===== config.mk =====
export PLATFORM = sky130hd
export DESIGN_NAME = pim_buf_dma_flat
export DESIGN_NICKNAME = d
export VERILOG_FILES = /design/src/rtl/pim_buf_dma_pkg.sv /design/src/rtl/pim_buf_dma_if.sv /design/src/rtl/pim_buf_dma_rd_fifo.sv /design/src/rtl/pim_buf_dma.sv /design/src/flat_wrapper.sv
export SDC_FILE = /design/constraint.sdc
export NUM_CORES = 1
export LEC_CHECK = 0
export BUFFER_PORTS_ARGS = -buffer_cell sky130_fd_sc_hd__clkbuf_2
export CAP_MARGIN = 0
export CORE_MARGIN = 2
export CORE_UTILIZATION = 25
export CTS_CLUSTER_SIZE = 16
export DETAILED_ROUTE_END_ITERATION = 12
export MAX_ROUTING_LAYER = met4
export SLEW_MARGIN = 20
export SYNTH_ARGS = -nofsm -noshare
export SYNTH_HDL_FRONTEND = slang
export SYNTH_SLANG_ARGS = --single-unit

===== constraint.sdc =====
create_clock -name i_clk -period 7 [get_ports i_clk]
set_clock_uncertainty 0.05 [all_clocks]
set_input_delay 1.75 -clock i_clk [delete_from_list [all_inputs] [get_ports i_clk]]
set_output_delay 1.75 -clock i_clk [all_outputs]
set_load 0.1 [all_outputs]

===== src/rtl/pim_buf_dma_pkg.sv =====
// -----------------------------------------------------------------------------
// pim_buf_pkg
// Shared types and constants for the PIM buffer DMA initiator.
//   pim_dma_state_e  : FSM state encoding, also exported as a debug output
//   DIR_RD / DIR_WR  : command direction encodings
//   word_idx_width() : width of the word index derived from the byte-address width
// -----------------------------------------------------------------------------
package pim_buf_pkg;

    typedef enum logic [2:0] {
        IDLE     = 3'd0,
        RD       = 3'd1,
        RD_DRAIN = 3'd2,
        WR       = 3'd3,
        DONE     = 3'd4
    } pim_dma_state_e;

    localparam logic DIR_RD = 1'b0;
    localparam logic DIR_WR = 1'b1;

    // Byte address bits minus the two byte-lane bits.
    function automatic int word_idx_width(input int mem_addr_width);
        return mem_addr_width - 2;
    endfunction

endpackage


===== src/rtl/pim_buf_dma_if.sv =====
// -----------------------------------------------------------------------------
// pim_buf_dma_if
// PIM buffer SRAM port. Signal names are seen from the DMA (initiator) side.
//   o_buf_addr     byte address, word aligned
//   i_buf_rd_data  read data, valid the cycle after the address
//   o_buf_wr_data  write data
//   o_buf_size     byte enables
//   o_buf_write    write strobe
//   o_buf_read     read / write-disable, always the inverse of o_buf_write
// Modports: master = DMA, slave = buffer.
// -----------------------------------------------------------------------------
interface pim_buf_dma_if;

    logic [31:0] o_buf_addr;
    logic [31:0] i_buf_rd_data;
    logic [31:0] o_buf_wr_data;
    logic [3:0]  o_buf_size;
    logic        o_buf_write;
    logic        o_buf_read;

    modport master (
        output o_buf_addr,
        output o_buf_wr_data,
        output o_buf_size,
        output o_buf_write,
        output o_buf_read,
        input  i_buf_rd_data
    );

    modport slave (
        input  o_buf_addr,
        input  o_buf_wr_data,
        input  o_buf_size,
        input  o_buf_write,
        input  o_buf_read,
        output i_buf_rd_data
    );

endinterface


===== src/rtl/pim_buf_dma_rd_fifo.sv =====
// -----------------------------------------------------------------------------
// pim_buf_rd_fifo
// Synchronous FIFO holding buffer read returns until the stream sink takes them.
//   i_clk, i_rst   clock, asynchronous active-high reset
//   i_push         write i_push_data (ignored when full with no pop)
//   i_pop          remove head (ignored when empty)
//   o_head         current head entry
//   o_empty        no entries
//   o_count        number of entries, 0..DEPTH
// Push and pop in the same cycle are both honoured.
// -----------------------------------------------------------------------------
module pim_buf_rd_fifo #(
    parameter int DEPTH = 4,
    parameter int WIDTH = 32
) (
    input  logic                       i_clk,
    input  logic                       i_rst,
    input  logic                       i_push,
    input  logic [WIDTH-1:0]           i_push_data,
    input  logic                       i_pop,
    output logic [WIDTH-1:0]           o_head,
    output logic                       o_empty,
    output logic [$clog2(DEPTH):0]     o_count
);

    localparam int AW = $clog2(DEPTH);
    localparam int CW = AW + 1;

    logic [WIDTH-1:0] r_mem [DEPTH];
    logic [AW-1:0]    r_wr_ptr;
    logic [AW-1:0]    r_rd_ptr;
    logic [CW-1:0]    r_count;

    logic w_do_pop;
    logic w_do_push;

    assign w_do_pop  = i_pop && (r_count != '0);
    // A full FIFO can still take a push when the head leaves in the same cycle.
    assign w_do_push = i_push && ((r_count != CW'(DEPTH)) || w_do_pop);

    always_ff @(posedge i_clk or posedge i_rst) begin
        if (i_rst) begin
            r_wr_ptr <= '0;
            r_rd_ptr <= '0;
            r_count  <= '0;
        end else begin
            if (w_do_push) begin
                r_wr_ptr <= r_wr_ptr + AW'(1);
            end
            if (w_do_pop) begin
                r_rd_ptr <= r_rd_ptr + AW'(1);
            end
            if (w_do_push && !w_do_pop) begin
                r_count <= r_count + CW'(1);
            end else if (!w_do_push && w_do_pop) begin
                r_count <= r_count - CW'(1);
            end
        end
    end

    always_ff @(posedge i_clk) begin
        if (w_do_push) begin
            r_mem[r_wr_ptr] <= i_push_data;
        end
    end

    assign o_head  = r_mem[r_rd_ptr];
    assign o_empty = (r_count == '0);
    assign o_count = r_count;

endmodule


===== src/rtl/pim_buf_dma.sv =====
// -----------------------------------------------------------------------------
// pim_buf_dma
// Initiator side of the PIM buffer SRAM port. A command (dir, base, len) either
// streams len words out of the buffer onto a valid/ready read stream, or takes
// len beats from a valid/ready write stream into the buffer.
//   i_clk, i_rst          clock, asynchronous active-high reset
//   i_cmd_*/o_cmd_ready   command handshake, accepted only in IDLE
//   o_busy / o_done       command in progress / one-cycle completion pulse
//   o_rd_valid/i_rd_ready/o_rd_data            read stream
//   i_wr_valid/o_wr_ready/i_wr_data/i_wr_strb  write stream
//   io_buf                buffer SRAM port (master side)
//   o_state               current FSM state (debug)
// Handshakes: a transfer happens on a rising clock edge where valid and ready
// are both high; valid does not wait for ready, and command fields are only
// sampled on the accepting edge.
// -----------------------------------------------------------------------------
module pim_buf_dma
    import pim_buf_pkg::*;
#(
    parameter int MEM_DEPTH      = 28672,
    parameter int MEM_ADDR_WIDTH = 15,
    parameter int FIFO_DEPTH     = 4,
    parameter int LEN_WIDTH      = 16
) (
    input  logic                 i_clk,
    input  logic                 i_rst,
    input  logic                 i_cmd_valid,
    output logic                 o_cmd_ready,
    input  logic                 i_cmd_dir,
    input  logic [31:0]          i_cmd_base,
    input  logic [LEN_WIDTH-1:0] i_cmd_len,
    output logic                 o_busy,
    output logic                 o_done,
    output logic                 o_rd_valid,
    input  logic                 i_rd_ready,
    output logic [31:0]          o_rd_data,
    input  logic                 i_wr_valid,
    output logic                 o_wr_ready,
    input  logic [31:0]          i_wr_data,
    input  logic [3:0]           i_wr_strb,
    pim_buf_dma_if.master        io_buf,
    output pim_dma_state_e       o_state
);

    localparam int IW = word_idx_width(MEM_ADDR_WIDTH);
    localparam int CW = $clog2(FIFO_DEPTH) + 1;
    localparam logic [IW-1:0] LAST_IDX = IW'(MEM_DEPTH / 4 - 1);

    pim_dma_state_e       r_state;
    logic [IW-1:0]        r_idx;        // next word index to access
    logic [LEN_WIDTH-1:0] r_len;
    logic [LEN_WIDTH-1:0] r_count;      // accesses issued so far
    logic                 r_addr_vld;   // read address on the bus this cycle
    logic                 r_ret_vld;    // read data on i_buf_rd_data this cycle
    logic [31:0]          r_buf_addr;
    logic [31:0]          r_buf_wr_data;
    logic [3:0]           r_buf_size;
    logic                 r_buf_write;

    logic [CW-1:0]        w_fifo_cnt;
    logic                 w_fifo_empty;
    logic [31:0]          w_fifo_head;
    logic                 w_pop;
    logic [CW:0]          w_occ;
    logic                 w_issue;
    logic                 w_last;
    logic                 w_cmd_hs;
    logic [IW-1:0]        w_idx_next;
    logic [31:0]          w_cur_addr;
    logic                 w_unused_base;

    assign w_unused_base = ^{i_cmd_base[31:MEM_ADDR_WIDTH], i_cmd_base[1:0]};

    assign w_cmd_hs   = i_cmd_valid && o_cmd_ready;
    assign w_pop      = !w_fifo_empty && i_rd_ready;
    // Reserve FIFO space for every read already in flight, so a return can
    // always be pushed no matter how long the sink stalls.
    assign w_occ      = {1'b0, w_fifo_cnt} + (CW+1)'(r_addr_vld) + (CW+1)'(r_ret_vld);
    assign w_issue    = (r_state == RD) && (r_count != r_len) && (w_occ < (CW+1)'(FIFO_DEPTH));
    assign w_last     = (r_count == r_len - LEN_WIDTH'(1));
    assign w_idx_next = (r_idx == LAST_IDX) ? '0 : r_idx + IW'(1);
    assign w_cur_addr = {{(32-MEM_ADDR_WIDTH){1'b0}}, r_idx, 2'b00};

    pim_buf_rd_fifo #(
        .DEPTH (FIFO_DEPTH),
        .WIDTH (32)
    ) u_rd_fifo (
        .i_clk       (i_clk),
        .i_rst       (i_rst),
        .i_push      (r_ret_vld),
        .i_push_data (io_buf.i_buf_rd_data),
        .i_pop       (w_pop),
        .o_head      (w_fifo_head),
        .o_empty     (w_fifo_empty),
        .o_count     (w_fifo_cnt)
    );

    always_ff @(posedge i_clk or posedge i_rst) begin
        if (i_rst) begin
            r_state       <= IDLE;
            r_idx         <= '0;
            r_len         <= '0;
            r_count       <= '0;
            r_addr_vld    <= 1'b0;
            r_ret_vld     <= 1'b0;
            r_buf_addr    <= '0;
            r_buf_wr_data <= '0;
            r_buf_size    <= '0;
            r_buf_write   <= 1'b0;
        end else begin
            r_addr_vld  <= w_issue;
            r_ret_vld   <= r_addr_vld;
            r_buf_write <= 1'b0;
            case (r_state)
                IDLE: begin
                    if (w_cmd_hs) begin
                        r_len   <= i_cmd_len;
                        r_count <= '0;
                        r_idx   <= i_cmd_base[MEM_ADDR_WIDTH-1:2];
                        if (i_cmd_len == '0) begin
                            r_state <= DONE;
                        end else if (i_cmd_dir == DIR_WR) begin
                            r_state <= WR;
                        end else begin
                            r_state <= RD;
                        end
                    end
                end
                RD: begin
                    if (w_issue) begin
                        r_buf_addr <= w_cur_addr;
                        r_idx      <= w_idx_next;
                        r_count    <= r_count + LEN_WIDTH'(1);
                        if (w_last) begin
                            r_state <= RD_DRAIN;
                        end
                    end
                end
                RD_DRAIN: begin
                    if (w_fifo_empty && !r_addr_vld && !r_ret_vld) begin
                        r_state <= DONE;
                    end
                end
                WR: begin
                    if (i_wr_valid) begin
                        r_buf_addr    <= w_cur_addr;
                        r_buf_wr_data <= i_wr_data;
                        r_buf_size    <= i_wr_strb;
                        r_buf_write   <= 1'b1;
                        r_idx         <= w_idx_next;
                        r_count       <= r_count + LEN_WIDTH'(1);
                        if (w_last) begin
                            r_state <= DONE;
                        end
                    end
                end
                DONE: begin
                    r_state <= IDLE;
                end
                default: begin
                    r_state <= IDLE;
                end
            endcase
        end
    end

    assign o_cmd_ready = (r_state == IDLE) && !i_rst;
    assign o_busy      = (r_state != IDLE);
    assign o_done      = (r_state == DONE);
    assign o_wr_ready  = (r_state == WR);
    assign o_rd_valid  = !w_fifo_empty;
    assign o_rd_data   = w_fifo_head;
    assign o_state     = r_state;

    assign io_buf.o_buf_addr    = r_buf_addr;
    assign io_buf.o_buf_wr_data = r_buf_wr_data;
    assign io_buf.o_buf_size    = r_buf_size;
    assign io_buf.o_buf_write   = r_buf_write;
    assign io_buf.o_buf_read    = ~r_buf_write;

endmodule


===== src/flat_wrapper.sv =====
// flat-port wrapper written by rule: the top's interface ports become plain ports
module pim_buf_dma_flat import pim_buf_pkg::*;
#(
    parameter int MEM_DEPTH      = 28672,
    parameter int MEM_ADDR_WIDTH = 15,
    parameter int FIFO_DEPTH     = 4,
    parameter int LEN_WIDTH      = 16
)
  (i_clk, i_rst, i_cmd_valid, o_cmd_ready, i_cmd_dir, i_cmd_base, i_cmd_len, o_busy, o_done, o_rd_valid, i_rd_ready, o_rd_data, i_wr_valid, o_wr_ready, i_wr_data, i_wr_strb, o_state, io_buf_o_buf_addr, io_buf_o_buf_wr_data, io_buf_o_buf_size, io_buf_o_buf_write, io_buf_o_buf_read, io_buf_i_buf_rd_data);
  pim_buf_dma_if io_buf_i ();
  input  logic i_clk;
  input  logic i_rst;
  input  logic i_cmd_valid;
  output logic o_cmd_ready;
  input  logic i_cmd_dir;
  input  logic [31:0] i_cmd_base;
  input  logic [LEN_WIDTH-1:0] i_cmd_len;
  output logic o_busy;
  output logic o_done;
  output logic o_rd_valid;
  input  logic i_rd_ready;
  output logic [31:0] o_rd_data;
  input  logic i_wr_valid;
  output logic o_wr_ready;
  input  logic [31:0] i_wr_data;
  input  logic [3:0] i_wr_strb;
  output pim_dma_state_e o_state;
  output wire logic [$bits(io_buf_i.o_buf_addr)-1:0] io_buf_o_buf_addr;
  output wire logic [$bits(io_buf_i.o_buf_wr_data)-1:0] io_buf_o_buf_wr_data;
  output wire logic [$bits(io_buf_i.o_buf_size)-1:0] io_buf_o_buf_size;
  output wire logic [$bits(io_buf_i.o_buf_write)-1:0] io_buf_o_buf_write;
  output wire logic [$bits(io_buf_i.o_buf_read)-1:0] io_buf_o_buf_read;
  input wire logic [$bits(io_buf_i.i_buf_rd_data)-1:0] io_buf_i_buf_rd_data;
  assign io_buf_o_buf_addr = io_buf_i.o_buf_addr;
  assign io_buf_o_buf_wr_data = io_buf_i.o_buf_wr_data;
  assign io_buf_o_buf_size = io_buf_i.o_buf_size;
  assign io_buf_o_buf_write = io_buf_i.o_buf_write;
  assign io_buf_o_buf_read = io_buf_i.o_buf_read;
  assign io_buf_i.i_buf_rd_data = io_buf_i_buf_rd_data;
  pim_buf_dma #(.MEM_DEPTH(MEM_DEPTH), .MEM_ADDR_WIDTH(MEM_ADDR_WIDTH), .FIFO_DEPTH(FIFO_DEPTH), .LEN_WIDTH(LEN_WIDTH)) u_core (.i_clk(i_clk), .i_rst(i_rst), .i_cmd_valid(i_cmd_valid), .o_cmd_ready(o_cmd_ready), .i_cmd_dir(i_cmd_dir), .i_cmd_base(i_cmd_base), .i_cmd_len(i_cmd_len), .o_busy(o_busy), .o_done(o_done), .o_rd_valid(o_rd_valid), .i_rd_ready(i_rd_ready), .o_rd_data(o_rd_data), .i_wr_valid(i_wr_valid), .o_wr_ready(o_wr_ready), .i_wr_data(i_wr_data), .i_wr_strb(i_wr_strb), .io_buf(io_buf_i), .o_state(o_state));
endmodule

==> results of run 1 <==
==> cell families (layout without fill, tap and decap cells) <==
| group | after synthesis | after routing | share of synthesized area [%] |
|---|---|---|---|
| and+or+nand+nor | 307 | 307 | 13.9 |
| DFF | 235 | 235 | 63.8 |
| AOI/OAI and AO/OA | 85 | 85 | 5.72 |
| buffers and inverters | 75 | 273 | 3.91 |
| muxes | 50 | 50 | 9.00 |
| xor gates and xnor gates | 27 | 27 | 2.31 |
| adders and majority gates | 10 | 10 | 1.30 |
| other | 1 | 19 | 0.0367 |
==> flip-flops by register name (all words and copies together) (netlist names) <==
register	cells
u_core.io_buf.o_buf_addr	13
u_core.io_buf.o_buf_size	4
u_core.io_buf.o_buf_wr_data	32
u_core.io_buf.o_buf_write	1
u_core.o_state	3
u_core.r_addr_vld	1
u_core.r_count	16
u_core.r_idx	13
u_core.r_len	16
u_core.r_ret_vld	1
u_core.u_rd_fifo.o_count	3
u_core.u_rd_fifo.r_mem	128
u_core.u_rd_fifo.r_rd_ptr	2
u_core.u_rd_fifo.r_wr_ptr	2
==> area by class of cell <==
class                      instances  area (µm²)  area share [%]
sequential                       235        6520            51.4
multi-input combinational        498        3360            26.5
clock buffer                      33         741            5.83
clock inverter                    19         293            2.31
timing repair buffer             203        1040            8.20
inverter                          18        70.1           0.552
tap                              532         666            5.24
==> through the flow <==
stage | instances | hold slack (ns) | worst slack [ns] | instance area, µm²
after floorplan | 808 | 0.318 | 0.523 | 10300
after global placement | 1486 | 0.343 | 2.52 | 11700
after detailed placement | 1486 | 0.351 | 2.51 | 11700
final | 1538 | 0.370 | 2.51 | 12700
after CTS | 1538 | 0.370 | 2.51 | 12700
after global routing | 1538 | 0.385 | 2.40 | 12700
==> routing by layer <==
layer	up-vias	part of all wire (%)	global-route usage [%]
met5	-	0	-
met1	3373	45	14.7
li1	3226	-	-
met3	38	7.0	2.41
met4	0	2.2	3.52
met2	218	46	17.3
==> worst max-delay path, delay by kind of cell <==
family | cells | cell delay, ns
buffers and inverters | 2 | 0.64
AND/OR/NAND/NOR | 1 | 0.30
==> path summary, 6_finish.rpt <==
check                             startpoint                     endpoint  slack, ns  depth (start not counted)
max                                    i_rst                  o_cmd_ready       2.51                          3
min                        u_core.r_addr_vld             u_core.r_ret_vld       0.37                          0
max reg2reg                u_core.o_state[2]           u_core.r_count[14]       3.40                          8
min reg2reg                u_core.r_addr_vld             u_core.r_ret_vld       0.37                          0
max in group asynchronous              i_rst              u_core.r_len[0]       4.43                          3
min in group asynchronous              i_rst  u_core.io_buf.o_buf_addr[3]       1.26                          2
==> layout by cell type, fill, tap and decap left out, types with 4 or more instances in the layout <==
cell type,n
a21oi_1,18
and2_1,6
and3_1,6
buf_4,10
bufinv_16,7
clkbuf_1,4
clkbuf_16,29
clkbuf_2,193
conb_1,19
dfrtp_1,106
edfxtp_1,128
ha_1,9
inv_1,16
mux2_2,15
mux4_2,32
nand2_1,192
nand3_1,15
nand4_1,5
nor2_1,20
nor2b_1,4
nor3_1,13
nor4_1,11
o211ai_1,5
o21ai_0,16
o21ai_1,5
o311ai_0,8
o31ai_1,9
or3_1,7
or4_1,14
xnor2_1,20
xor2_1,7
==> flow_summary_export.csv, run 1 <==
group,metric,value,unit
cells_and_area,fin_nets,1116,
placed_design,gp_congestion,0.864,
cells_and_area,final_util,31.3,%
global_route,grt_pass1_vias,6804,
routing,firstDrtPassIters,5,
clock_tree,cts_resized,0,
clock_tree,cts.path.max_buffers,3,
logic_synthesis,synth-edff-count,128,
cells_and_area,syn_to_final_growth,24.3,%
timing,finalMaxSlewViolations,0,
logic_synthesis,yosysTopAreaCell,"edfxtp_1",
clock_tree,cts_sinks,235,
clock_tree,path_clk_slew,0.06,ns
logic_synthesis,synth_area,10200,µm²
logic_synthesis,syn_avg_cell_area,12.9,µm²
worst_setup_path,critPathMaxStageDelay,0.53,ns
worst_setup_path,crit_type,"input port to primary output",
timing,relSlewSlack,51.1,%
clock_tree,cts_tree,"yes",
clock_tree,cts_inserted_buffers,28,
floorplanning,core,40600,µm²
routing,routed_wirelength,23.8,mm
worst_setup_path,cp-end-kind,"primary output",
floorplanning,start_util,25.2,%
logic_synthesis,async_flop_share,45.5,%
placed_design,numPortBuffers,193,
logic_synthesis,synth_flop_cell,"edfxtp_1",
global_route,grt_pass1_wl,36.6,mm
floorplanning,fp.dieH,206,µm
worst_setup_path,slowest_stage,"clkbuf_2",
logic_synthesis,synth-seq-cells,235,
routing,wl_per_cell,15.5,µm
worst_setup_path,startpoint_type,"input port",
routing,via_per_inst,4.46,
clock_tree,worstSkewPairLatency,0.54,ns
timing,hold_viol_final,0,
floorplanning,die-area,42500,µm²
routing,ant_nets,0,
routing,vias,6855,
logic_synthesis,synth_common_cells,"nand2_1 (192), edfxtp_1 (128), dfrtp_1 (107)",
worst_setup_path,required,5.20,ns
cells_and_area,drive_above_1_share,30.6,%
timing,period_minus_slack,4.49,ns
flow_run,drv_cap,0,
worst_setup_path,cpMostUsedCell,"clkbuf_2",
logic_synthesis,synth.area.top_cells,"edfxtp_1 (38%), dfrtp_1 (26%), mux4_2 (7.1%), nand2_1 (7.1%), xnor2_1 (1.7%)",
timing,fin_setup_tns,0,ns
timing,rsz0062_at_grt,"no",
worst_setup_path,cp_data_arrival_time,2.69,ns
global_route,grt_usage,11.2,%
logic_synthesis,yosysSeqAreaShare,63.8,%
floorplanning,row_count,74,
logic_synthesis,netlist_instances,790,
global_route,antenna_found_initial,0,
clock_tree,cts_setup_buffers,0,
routing,drt-initial-drc-count,464,
timing,fin_crit_sh,64.1,%
timing,setup_violations,0,
worst_setup_path,cp_max_fo,3,
logic_synthesis,synth_top_area_share,37.6,%
timing,fmaxAchievable,0.223,GHz
global_route,grt_max_degree,57,
logic_synthesis,synth_most_common_cell,"nand2_1",
worst_setup_path,path_cells,"clkbuf_2 > nor4_1 > clkbuf_2",
outcome,status,"completed",
timing,worst_pin_slew,0.715,ns
logic_synthesis,yosys_warnings,0,
hold_path,min_path_type,"register to register",
cells_and_area,diodes,0,
floorplanning,ios,232,
placed_design,dp_hpwl,16.0,mm
floorplanning,die_x,206,µm
clock_tree,cts_root_buf,"clkbuf_16",
routing,drc_errors,0,
cells_and_area,n_fill_cell,4122,
clock_tree,htreeDepth,1,
clock_tree,ctsHoldBuffers,0,
global_route,grt_overflow,0,
logic_synthesis,synth_cell_types,65,
Power of run 1 is left out: the tool's default activity adds up to more than one toggle a clock period on the data nets, which glitch-free logic cannot reach.
==> run 2, diff against run 1 <==
==> constraint.sdc (replaced) <==
create_clock -name i_clk -period 4.2 [get_ports i_clk]
set_clock_uncertainty 0.05 [all_clocks]
set_input_delay 1.05 -clock i_clk [delete_from_list [all_inputs] [get_ports i_clk]]
set_output_delay 1.05 -clock i_clk [all_outputs]
set_load 0.1 [all_outputs]
==> run 2 against run 1 <==
Global-route usage about the same. Non-clock buffer count rose by 5. Hold slack got worse by 0.028 ns. Routed wire length is 0.92% higher.
==> flow_summary_export.csv, run 2 (same netlist as run 1, synthesis figures left out) <==
group,metric,value,unit
placed_design,dp_hpwl,16.2,mm
worst_setup_path,ff2ff_setup_slack,0.66,ns
timing,finalMaxSlewViolations,0,
cells_and_area,largest_reg_flops,128,
timing,worst_pin_slew,0.891,ns
timing,rsz0062_at_grt,"no",
worst_setup_path,cp_max_fo,21,
routing,ant_nets,0,
routing,vias,6981,
floorplanning,start_util,25.2,%
routing,wl_per_cell,15.6,µm
hold_path,min_path_type,"register to register",
worst_setup_path,cp-end-kind,"primary output",
global_route,grt_usage,11.1,%
routing,drc_errors,0,
global_route,grt_pass1_wl,36.6,mm
global_route,grt_max_degree,56,
floorplanning,ios,232,
cells_and_area,fin_nets,1120,
placed_design,numPortBuffers,193,
outcome,status,"completed",
placed_design,gp_congestion,0.826,
cells_and_area,final_cell_mix,"clkbuf_2 (193), nand2_1 (192), edfxtp_1 (128), dfrtp_1 (106), mux4_2 (32)",
global_route,grt_overflow,0,
clock_tree,cts_resized,0,
timing,fin_crit_sh,84.6,%
routing,firstDrtPassIters,5,
cells_and_area,n_fill_cell,4099,
global_route,met2_usage,17.2,%
timing,fmaxAchievable,0.282,GHz
cells_and_area,regMostFlops,"u_core.u_rd_fifo.r_mem",
clock_tree,cts.path.max_buffers,3,
global_route,busiest_layer,"met2",
flow_run,drv_cap,0,
routing,drt-initial-drc-count,505,
timing,fin_setup_tns,0,ns
worst_setup_path,required,3.10,ns
clock_tree,cts_root_buf,"clkbuf_16",
placed_design,placed_area,11700,µm²
cells_and_area,multi_input_area,3380,µm²
floorplanning,die_x,206,µm
clock_tree,cts_tree,"yes",
global_route,grt_pass1_vias,6641,
floorplanning,die-area,42500,µm²
hold_path,hp-start,"u_core.r_addr_vld",
timing,hold_viol_final,0,
cells_and_area,drive_above_1_share,30.9,%
worst_setup_path,r2r-end,"u_core.r_idx[1]",
timing,setup_violations,0,
global_route,grt_use_met1,14.8,%
worst_setup_path,cp_data_arrival_time,2.45,ns
clock_tree,cts_sinks,235,
worst_setup_path,crit_end,"o_rd_data[10]",
clock_tree,cts_setup_buffers,0,
worst_setup_path,startpoint,"u_core.u_rd_fifo.r_rd_ptr[0]",
timing,relSlewSlack,40.6,%
floorplanning,fp.dieH,206,µm
clock_tree,cts_inserted_buffers,27,
timing,period_minus_slack,3.55,ns
clock_tree,htreeDepth,1,
cells_and_area,syn_to_final_growth,23.9,%
timing,whs,0.342,ns
clock_tree,ctsHoldBuffers,0,
routing,routed_wirelength,24.0,mm
cells_and_area,seqCellArea,6520,µm²
worst_setup_path,crit_type,"register to primary output",
global_route,antenna_found_initial,0,
global_route,grt_use_met3,2.32,%
worst_setup_path,startpoint_type,"register",
floorplanning,core,40600,µm²
clock_tree,path_clk_slew,0.06,ns
routing,via_per_inst,4.53,
clock_tree,worstSkewPairLatency,0.54,ns
floorplanning,row_count,74,
worst_setup_path,r2r-start,"u_core.r_len[6]",
cells_and_area,final_cell_area,12700,µm²
cells_and_area,layout_commonest_cell,"clkbuf_2",
worst_setup_path,r2r_cells,8,
==> run 2: worst max-delay path, stage by stage (launching register included) <==
cell      delay, ns
dfrtp_2        0.69
buf_12         0.28
mux4_2         0.55
clkbuf_2       0.39
==> run 2: worst min path at each step <==
stage / end / cells after the start
finish: u_core.r_ret_vld / 0
global placement: u_core.r_ret_vld / 0
floorplan: u_core.r_ret_vld / 0
detailed placement: u_core.r_ret_vld / 0
global route: u_core.r_ret_vld / 0
CTS: u_core.r_ret_vld / 0
==> run 2: area by class of cell <==
type,instances,share of cell area (%)
Sequential cell,235,51.5
Inverter,18,0.553
Clock inverter,21,1.83
Antenna cell,1,0.0198
Clock buffer,29,5.39
Tap cell,532,5.26
Multi-Input combinational cell,498,26.7
Timing Repair Buffer,208,8.71
==> run 2: metrics by stage <==
stage,worst slack (ns),util (%),std cells
after floorplan,0.235,-,808
after global placement,0.705,29.0,1491
after detailed placement,0.676,29.0,1491
after CTS,0.555,31.2,1541
after global routing,0.296,31.2,1541
final,0.648,31.2,1542
==> run 2: layer usage <==
metal / routed length [µm] / up-vias / share of wire (%)
li1: - / 3249 / -
met1: 10600 / 3472 / 44
met2: 11200 / 222 / 47
met3: 1800 / 38 / 7.5
met4: 442 / 0 / 1.8
met5: 0 / - / 0
Power of run 2 is left out for the same reason.
==> run 3, diff against run 2 <==
==> constraint.sdc (replaced) <==
create_clock -name i_clk -period 3.15 [get_ports i_clk]
set_clock_uncertainty 0.05 [all_clocks]
set_input_delay 0.7875 -clock i_clk [delete_from_list [all_inputs] [get_ports i_clk]]
set_output_delay 0.7875 -clock i_clk [all_outputs]
set_load 0.1 [all_outputs]
==> run 3 against run 2 <==
Global-route usage is 0.34 points higher. Design area is 3.4% higher. Routed wire length is 0.53% higher. Non-clock buffer count is 6 higher. Hold slack worse by 0.069 ns. Critical path type unchanged. Largest cell class unchanged.
==> flow_summary_export.csv, run 3 (same netlist as run 1, synthesis figures left out) <==
group,metric,value,unit
global_route,antenna_found_initial,0,
worst_setup_path,critPathMaxStageDelay,0.47,ns
placed_design,place_ws,0.265,ns
cells_and_area,n_fill_cell,4063,
floorplanning,core,40600,µm²
placed_design,dp_cells,1497,
worst_setup_path,startpoint_type,"register",
cells_and_area,seqCellArea,6530,µm²
clock_tree,path_clk_slew,0.06,ns
timing,rsz0062_at_grt,"no",
floorplanning,die-area,42500,µm²
global_route,grt_max_degree,58,
floorplanning,row_count,74,
routing,routed_wirelength,24.2,mm
worst_setup_path,worst-path-buf-inv,3,
cells_and_area,diodes,0,
placed_design,dp_hpwl,16.6,mm
cells_and_area,largest_reg_flops,128,
worst_setup_path,path_cells,"inv_1 > nand2_1 > buf_4 > nor2_4 > clkbuf_2",
floorplanning,ios,232,
clock_tree,cts_tree,"yes",
clock_tree,ctsHoldBuffers,0,
cells_and_area,final_cell_mix,"nand2_1 (192), clkbuf_2 (161), edfxtp_1 (128), dfrtp_1 (103), buf_12 (34)",
cells_and_area,final_util,32.3,%
global_route,grt_pass1_vias,6629,
worst_setup_path,slowest_stage,"dfrtp_2",
clock_tree,cts_sinks,235,
timing,period_minus_slack,2.86,ns
worst_setup_path,cp_data_arrival_time,2.03,ns
worst_setup_path,required,2.31,ns
cells_and_area,syn_to_final_growth,28.2,%
placed_design,numPortBuffers,193,
floorplanning,fp.dieH,206,µm
timing,fin_crit_sh,90.9,%
routing,wl_per_cell,15.6,µm
routing,via_per_inst,4.48,
clock_tree,htreeDepth,1,
timing,finalMaxSlewViolations,0,
worst_setup_path,cp_max_fo,10,
placed_design,gp_congestion,0.820,
global_route,grt_usage,11.5,%
cells_and_area,drive_above_1_share,31.2,%
worst_setup_path,crit_family,"buffers and inverters",
clock_tree,cts_inserted_buffers,27,
timing,hold_viol_final,0,
timing,relSlewSlack,57.9,%
placed_design,placed_area,12300,µm²
worst_setup_path,cp-end-kind,"primary output",
worst_setup_path,r2r-end,"u_core.r_count[9]",
cells_and_area,final_cell_area,13100,µm²
timing,setup_violations,0,
routing,drt-initial-drc-count,484,
clock_tree,cts_root_buf,"clkbuf_16",
clock_tree,worstSkewPairLatency,0.52,ns
worst_setup_path,r2r_cells,9,
cells_and_area,multi_input_area,3400,µm²
clock_tree,cts.path.max_buffers,3,
routing,vias,6919,
timing,setup_ws,0.286,ns
cells_and_area,layout_commonest_cell,"nand2_1",
worst_setup_path,ff2ff_setup_slack,0.31,ns
timing,fmaxAchievable,0.349,GHz
routing,ant_nets,0,
timing,worst_pin_slew,0.630,ns
cells_and_area,regMostFlops,"u_core.u_rd_fifo.r_mem",
global_route,grt_pass1_wl,37.3,mm
clock_tree,cts_setup_buffers,0,
outcome,status,"completed",
worst_setup_path,crit_type,"register to primary output",
cells_and_area,fin_nets,1126,
floorplanning,die_x,206,µm
flow_run,drv_cap,0,
global_route,grt_overflow,0,
floorplanning,start_util,25.2,%
routing,firstDrtPassIters,5,
cells_and_area,stdcell_count,1545,
hold_path,min_path_type,"input port to async pin",
worst_setup_path,r2r-start,"u_core.u_rd_fifo.o_count[0]",
routing,drc_errors,0,
==> run 3: cell count changes in the layout (fill, tap and decap cells not counted), moves of 2 or more <==
cell       previous run  this run
clkbuf_1              2         8
clkinv_1              5         3
buf_12                2        34
dfrtp_1             106       103
inv_6                 3         0
dfrtp_2               1         4
clkinv_4              3         1
clkbuf_2            193       161
bufinv_16             4         1
buf_4                13        19
==> run 3: final cells by class <==
type,instances,share of cell area [%]
clock buffers,35,5.39
flip-flops and latches,235,49.8
clock inverters,13,0.774
multi-input cells,498,26.0
well taps,532,5.08
repair buffers,214,12.4
inverters,18,0.544
==> run 3: worst reg2reg max path, delay by kind of cell, from the launching register on <==
family | cells | cell delay [ns]
flops | 1 | 0.44
fa+ha+maj | 1 | 0.32
simple gates | 2 | 0.60
compound gates | 4 | 0.92
buf+inv | 2 | 0.45
==> run 3: stage by stage <==
step                hold slack [ns]  setup TNS [ns]
finish                        0.273               0
global route                  0.290               0
CTS                           0.262               0
detailed placement            0.340               0
global placement              0.343               0
floorplan                     0.318          -0.174
==> run 3: worst max-delay path by stage <==
stage | startpoint | slack [ns] | to | cells after the start
2_1_floorplan | i_rst | -0.04 | u_core.r_idx[9] | 6
3_3_place_gp | u_core.r_len[6] | 0.27 | u_core.r_count[8] | 8
3_5_place_dp | u_core.r_len[6] | 0.26 | u_core.r_count[8] | 8
4_1_cts | u_core.r_len[6] | 0.24 | u_core.r_count[10] | 8
5_1_grt | u_core.u_rd_fifo.o_count[0] | 0.06 | u_core.r_count[7] | 9
6_report | u_core.o_state[2] | 0.29 | o_wr_ready | 5
==> run 3: metal layers <==
metal	global-route usage (%)	wire, µm
met3	2.21	1740
met1	15.6	10800
met2	17.7	11200
met5	-	0
met4	2.98	378
==> run 3: what timing repair did <==
item	4_1_cts	5_1_grt
setup endpoints to repair	0	4
endpoints found under the hold margin	0	0
resized for setup	0	1
Power of run 3 is left out for the same reason.
